`config.mk`:
```
export PLATFORM = sky130hd
export DESIGN_NAME = fetch_sequencer
export DESIGN_NICKNAME = d
export VERILOG_FILES = /design/src/rtl/fetch_sequencer.sv
export SDC_FILE = /design/constraint.sdc
export NUM_CORES = 1
export LEC_CHECK = 0
export ABC_AREA = 1
export ABC_CLOCK_PERIOD_IN_PS = 2330
export BUFFER_PORTS_ARGS = -buffer_cell sky130_fd_sc_hd__clkbuf_2
export CORE_MARGIN = 3
export CORE_UTILIZATION = 45
export CTS_BUF_LIST = sky130_fd_sc_hd__clkbuf_2
export CTS_CLUSTER_DIAMETER = 150
export DETAILED_ROUTE_END_ITERATION = 6
export PLACE_DENSITY = 0.59
export SLEW_MARGIN = 20
export SYNTH_ARGS = -nofsm -noshare
export SYNTH_HDL_FRONTEND = slang
export SYNTH_SLANG_ARGS = --single-unit
```
`constraint.sdc`:
```
create_clock -name Clk -period 2.33 [get_ports Clk]
set_input_delay 0.1165 -clock Clk [delete_from_list [all_inputs] [get_ports Clk]]
set_output_delay 0.1165 -clock Clk [all_outputs]
set_load 0.03 [all_outputs]
```
`src/rtl/fetch_sequencer.sv`:
```
// Drives the fetch unit through idle/launch/run/halted, decoding branch/halt and resolving targets via a LUT.
// Latency: Start/FetchReset/Done/Timeout registered (one edge); branch outputs combinational from Instr in RUN.
// Backpressure: none; the fetch unit consumes every output each cycle, Go is a level request.
module fetch_sequencer #(
    parameter int          PC_W       = 10,
    parameter int          INSTR_W    = 9,
    parameter int          LUT_DEPTH  = 32,
    parameter logic [15:0] MAX_CYCLES = 16'hFFFF,
    localparam int         IDX_W      = $clog2(LUT_DEPTH)
) (
    input  logic               Clk,
    input  logic               Reset,
    input  logic               Go,
    input  logic [INSTR_W-1:0] Instr,
    input  logic [PC_W-1:0]    ProgCtr,
    input  logic               LutWe,
    input  logic [IDX_W-1:0]   LutAddr,
    input  logic [PC_W-1:0]    LutData,
    output logic               Start,
    output logic               FetchReset,
    output logic               BranchAbs,
    output logic               BranchRelEn,
    output logic [PC_W-1:0]    Target,
    output logic               Done,
    output logic               Timeout,
    output logic [15:0]        CycleCnt,
    output logic [PC_W-1:0]    Halted_pc
);

    typedef enum logic [1:0] {IDLE, LAUNCH, RUN, HALTED} state_t;

    state_t          state;
    logic [PC_W-1:0] lut [LUT_DEPTH];
    logic [2:0]      opcode;
    logic            is_br;
    logic            is_halt;
    logic [IDX_W-1:0] idx;

    assign opcode  = Instr[INSTR_W-1 -: 3];
    assign is_br   = (opcode == 3'b111);
    assign is_halt = (opcode == 3'b110);
    assign idx     = Instr[IDX_W-1:0];

    // Target storage is deliberately not reset; it is only writable while idle.
    always_ff @(posedge Clk) begin
        if (state == IDLE && LutWe)
            lut[LutAddr] <= LutData;
    end

    always_comb begin
        BranchAbs   = 1'b0;
        BranchRelEn = 1'b0;
        Target      = '0;
        if (state == RUN && is_br) begin
            BranchAbs   = ~Instr[IDX_W];
            BranchRelEn = Instr[IDX_W];
            Target      = lut[idx];
        end
    end

    always_ff @(posedge Clk or negedge Reset) begin
        if (!Reset) begin
            state      <= IDLE;
            Start      <= 1'b1;
            FetchReset <= 1'b0;
            Done       <= 1'b0;
            Timeout    <= 1'b0;
            CycleCnt   <= '0;
            Halted_pc  <= '0;
        end else begin
            case (state)
                IDLE: begin
                    if (Go) begin
                        state      <= LAUNCH;
                        Start      <= 1'b1;
                        FetchReset <= 1'b1;
                        Done       <= 1'b0;
                        Timeout    <= 1'b0;
                        CycleCnt   <= '0;
                    end
                end
                LAUNCH: begin
                    state      <= RUN;
                    Start      <= 1'b0;
                    FetchReset <= 1'b0;
                end
                RUN: begin
                    if (CycleCnt != 16'hFFFF)
                        CycleCnt <= CycleCnt + 16'd1;
                    // An explicit HALT on the watchdog edge is a clean finish, not a timeout.
                    if (is_halt || CycleCnt == MAX_CYCLES - 16'd1) begin
                        state     <= HALTED;
                        Start     <= 1'b1;
                        Done      <= 1'b1;
                        Timeout   <= ~is_halt;
                        Halted_pc <= ProgCtr;
                    end
                end
                HALTED: begin
                    if (!Go)
                        state <= IDLE;
                end
                default: state <= IDLE;
            endcase
        end
    end

endmodule

```
==> impl_metrics.xml <==
<?xml version="1.0" encoding="UTF-8"?>
<metrics>
  <group name="yosys">
    <metric name="synth.yosys.seq_area_share" unit="%">69.6</metric>
    <metric name="postSynthAreaPerCell" unit="µm²">10.8</metric>
    <metric name="ys_ff_latch" unit="">352</metric>
    <metric name="yosysUniqueCellTypes" unit="">33</metric>
    <metric name="yosys_warnings" unit="">0</metric>
    <metric name="mappedNetlistNets" unit="">1426</metric>
    <metric name="mappedNetlistArea" unit="µm²">15000</metric>
    <metric name="post_synth_inst_count" unit="">1381</metric>
  </group>
  <group name="critical_path">
    <metric name="cpMaxStageDelayCell" unit="">sky130_fd_sc_hd__dfrtp_1</metric>
    <metric name="max_stage_delay" unit="ns">0.40</metric>
    <metric name="worstSetupPathType" unit="">register to output pin</metric>
    <metric name="worst_ep_arrival_time" unit="ns">2.25</metric>
    <metric name="crit_chain" unit="">inv_2 -&gt; ha_4 -&gt; nand4_1 -&gt; buf_6 -&gt; clkinv_8 -&gt; nand2_4 -&gt; nor2_2 -&gt; clkbuf_8</metric>
    <metric name="worstSetupEndpointType" unit="">output pin</metric>
    <metric name="worst_path_dominant_cell_family" unit="">buffers and inverters</metric>
    <metric name="worst-path-buf-inv" unit="">4</metric>
    <metric name="timing.critical_path.from_type" unit="">register</metric>
    <metric name="cp.required" unit="ns">2.21</metric>
    <metric name="worstPathMaxFanout" unit="">5</metric>
  </group>
  <group name="drt">
    <metric name="postRouteAntennaNets" unit="">0</metric>
    <metric name="drc_violation_count_after_routing" unit="">0</metric>
    <metric name="firstDrtPassIters" unit="">5</metric>
    <metric name="drt-vias-per-instance" unit="">5.37</metric>
    <metric name="first_iter_violations" unit="">1095</metric>
    <metric name="via_count" unit="">11400</metric>
    <metric name="average_wire_per_standard_cell" unit="µm">20.2</metric>
    <metric name="postRouteWirelength" unit="µm">42900</metric>
  </group>
  <group name="clocking">
    <metric name="path_clk_slew" unit="ns">0.09</metric>
    <metric name="cts.sinks" unit="">352</metric>
    <metric name="cts_root_buf" unit="">sky130_fd_sc_hd__clkbuf_2</metric>
    <metric name="tritoncts.num_buffers" unit="">88</metric>
    <metric name="clock_tree_from_tritoncts" unit="">yes</metric>
    <metric name="cts-htree-levels" unit="">3</metric>
    <metric name="cts_buffer_depth" unit="">3</metric>
    <metric name="clock_latency" unit="ns">0.94</metric>
  </group>
  <group name="power_and_ir_drop">
    <metric name="ir_drop" unit="mV">0.425</metric>
    <metric name="design_power_total" unit="W">0.0138</metric>
    <metric name="p_leak" unit="nW">7.12</metric>
    <metric name="swShare" unit="%">30.0</metric>
    <metric name="switching_power" unit="W">0.00413</metric>
    <metric name="cellInternalPower" unit="W">0.00965</metric>
    <metric name="pwr-share-clk" unit="%">31.6</metric>
    <metric name="power.share.combinational" unit="%">16.2</metric>
    <metric name="share_seq_of_total_power" unit="%">52.2</metric>
    <metric name="power_density" unit="nW/µm²">758</metric>
  </group>
  <group name="timing">
    <metric name="setup_tns_after_final_layout" unit="ns">-0.127</metric>
    <metric name="final_min_period_over_clock_period" unit="%">102</metric>
    <metric name="rsz0062_at_grt" unit="">yes</metric>
    <metric name="tightestPinTransition" unit="ns">0.963</metric>
    <metric name="post-route-worst-setup-slack" unit="ns">-0.0392</metric>
    <metric name="report.final.setup_viol" unit="">9</metric>
    <metric name="slew_viol_final" unit="">0</metric>
    <metric name="report.final.hold_viol_count" unit="">0</metric>
    <metric name="clock_skew" unit="ns">0.0532</metric>
    <metric name="finalCriticalPeriod" unit="ns">2.37</metric>
    <metric name="clock.fmax" unit="MHz">422</metric>
    <metric name="slew_hr" unit="%">35.8</metric>
  </group>
  <group name="die">
    <metric name="floorplan.die.height" unit="µm">188</metric>
    <metric name="initial_utilization" unit="%">45.8</metric>
    <metric name="fp.dieW" unit="µm">188</metric>
    <metric name="core-area" unit="µm²">32600</metric>
    <metric name="pin_count" unit="">80</metric>
    <metric name="die_area" unit="µm²">35400</metric>
    <metric name="num_rows" unit="">66</metric>
  </group>
  <group name="outcome">
    <metric name="failing_checks" unit="">setup timing</metric>
    <metric name="status" unit="">complete, but fails checks</metric>
  </group>
  <group name="placement">
    <metric name="io_buffers" unit="">79</metric>
    <metric name="finalWeightedCongestion" unit="">0.895</metric>
    <metric name="hpwl" unit="µm">26300</metric>
  </group>
  <group name="global_route">
    <metric name="grt_pass1_wl" unit="µm">66000</metric>
    <metric name="globalRouteOverflowTotal" unit="">0</metric>
    <metric name="grt_pass1_vias" unit="">11300</metric>
    <metric name="pin_count_of_the_biggest_net_entering_global_routing" unit="">73</metric>
    <metric name="global_route.usage.total" unit="%">24.3</metric>
    <metric name="grt_antenna_before_repair" unit="">1</metric>
  </group>
  <group name="finish">
    <metric name="area_of_the_multi_input_gates" unit="µm²">4470</metric>
    <metric name="finish.net_count" unit="">1661</metric>
    <metric name="layout-area-overhead-vs-synth" unit="%">21.7</metric>
    <metric name="area.sequential" unit="µm²">10400</metric>
    <metric name="final.fill_count" unit="">2882</metric>
    <metric name="share_of_final_layout_standard_cells_stronger_than_drive_strength_1" unit="%">24.5</metric>
  </group>
  <group name="run">
    <metric name="cap_viol_max_count" unit="">0</metric>
  </group>
  <group name="min_path">
    <metric name="worst_hold_path_type" unit="">input pin to register</metric>
  </group>
</metrics>
-- cells by family after synthesis --
family | count (synthesis) | synth area share, %
buf+inv | 105 | 3.24
compound gates | 48 | 2.00
fa+ha+maj | 7 | 0.586
flops | 352 | 69.6
xor+xnor | 6 | 0.351
simple gates | 863 | 24.2
-- through the flow --
step           cells  setup slack [ns]  instance area [µm²]  hold WS, ns  utilization [%]
2_1_floorplan   1381             0.453                15000       -0.179                -
3_3_place_gp    1904             0.243                16200        0.258             49.6
3_5_place_dp    1904             0.211                16200        0.264             49.6
4_1_cts         2112            -0.156                17900      0.00666             54.8
5_1_grt         2119            -0.210                18200       0.0762             55.8
6_report        2120           -0.0392                18200        0.119             55.8
-- worst paths after layout --
path | from | to | slack, ns | depth (start not counted)
min in group asynchronous | Reset | Start | 0.38 | 3
max | state[0] | Target[9] | -0.04 | 8
max in group asynchronous | Reset | Halted_pc[2] | 1.75 | 4
max reg2reg | CycleCnt[0] | Halted_pc[5] | 0.24 | 10
min reg2reg | Start | Start | 0.47 | 2
min | Go | FetchReset | 0.12 | 5
-- placed cells by master, fill, tap and decap left out, drive strengths merged, types with 3 or more instances in the layout --
| master | n |
|---|---|
| nand2 | 473 |
| edfxtp | 320 |
| nand3 | 259 |
| clkbuf | 192 |
| nor2 | 116 |
| buf | 95 |
| dlygate4sd3 | 54 |
| o21ai | 40 |
| inv | 32 |
| dfrtp | 31 |
| clkinv | 23 |
| nand4 | 9 |
| ha | 7 |
| xor2 | 5 |
| o21bai | 4 |
| bufinv | 4 |
| nor3 | 3 |
-- registers in the layout, summed over array words and instances, names as in the netlist --
name	count
Halted_pc	10
lut	320
FetchReset	1
state	2
Start	1
Done	1
Timeout	1
CycleCnt	16
-- tightest hold or removal path, delay by kind of cell --
family,cells,cell delay (ns)
and+or+nand+nor,1,0.06
buffers and inverters,3,0.69
AOI/OAI and AO/OA,1,0.11
-- cells in the mapped netlist, drive strengths merged --
library cell    n  area, µm²
nand2         473       1780
edfxtp        320       9610
nand3         259       1300
nor2          116        450
buf            52        282
o21ai          40        245
dfrtp          31        776
inv            29        111
clkbuf         20       75.1
nand4           9       56.3
ha              7       87.6
xor2            5       43.8
clkinv          4       16.3
o21bai          4       30.0
nor3            3       15.0
a21oi           2       10.0
or2             2       12.5
a21o            1       7.51
dfstp           1       26.3
nand3b          1       7.51
o22ai           1       6.26
xnor2           1       8.76
-- power by group through the flow --
stage	Clock (W)	Sequential [W]	Combinational, W
2_1_floorplan	0	0.00754	0.00103
6_report	0.00436	0.00719	0.00223
3_3_place_gp	0	0.00732	0.00193
5_1_grt	0.00485	0.00721	0.00245
3_5_place_dp	0	0.00732	0.00194
4_1_cts	0.00449	0.00719	0.00211
-- layer usage --
metal	up-vias	GRT usage [%]	wire length, µm
li1	5274	-	-
met1	5602	34.5	18500
met2	441	38.5	20400
met3	69	4.74	3020
met4	0	7.10	937
met5	-	0	0
-- what timing repair did --
| item | in CTS | in global routing |
|---|---|---|
| setup buffers | 3 | 5 |
| gates resized for setup | 74 | 75 |
| gates cloned | 1 | 0 |
| hold endpoints to repair | 619 | 1 |
| pin swaps | 11 | 43 |
| hold buffers | 54 | 1 |
| endpoints found under the setup margin | 12 | 20 |
-- layout make-up --
cell class	instances	area share, %
Inverter	33	0.777
Clock inverter	25	1.17
Antenna cell	2	0.0275
Multi-Input combinational cell	924	24.6
Tap cell	442	3.04
Timing Repair inverter	1	0.0894
Clock buffer	125	3.44
Sequential cell	352	57.2
Timing Repair Buffer	216	9.66
Note: power is estimated with default switching activity, not from simulation.
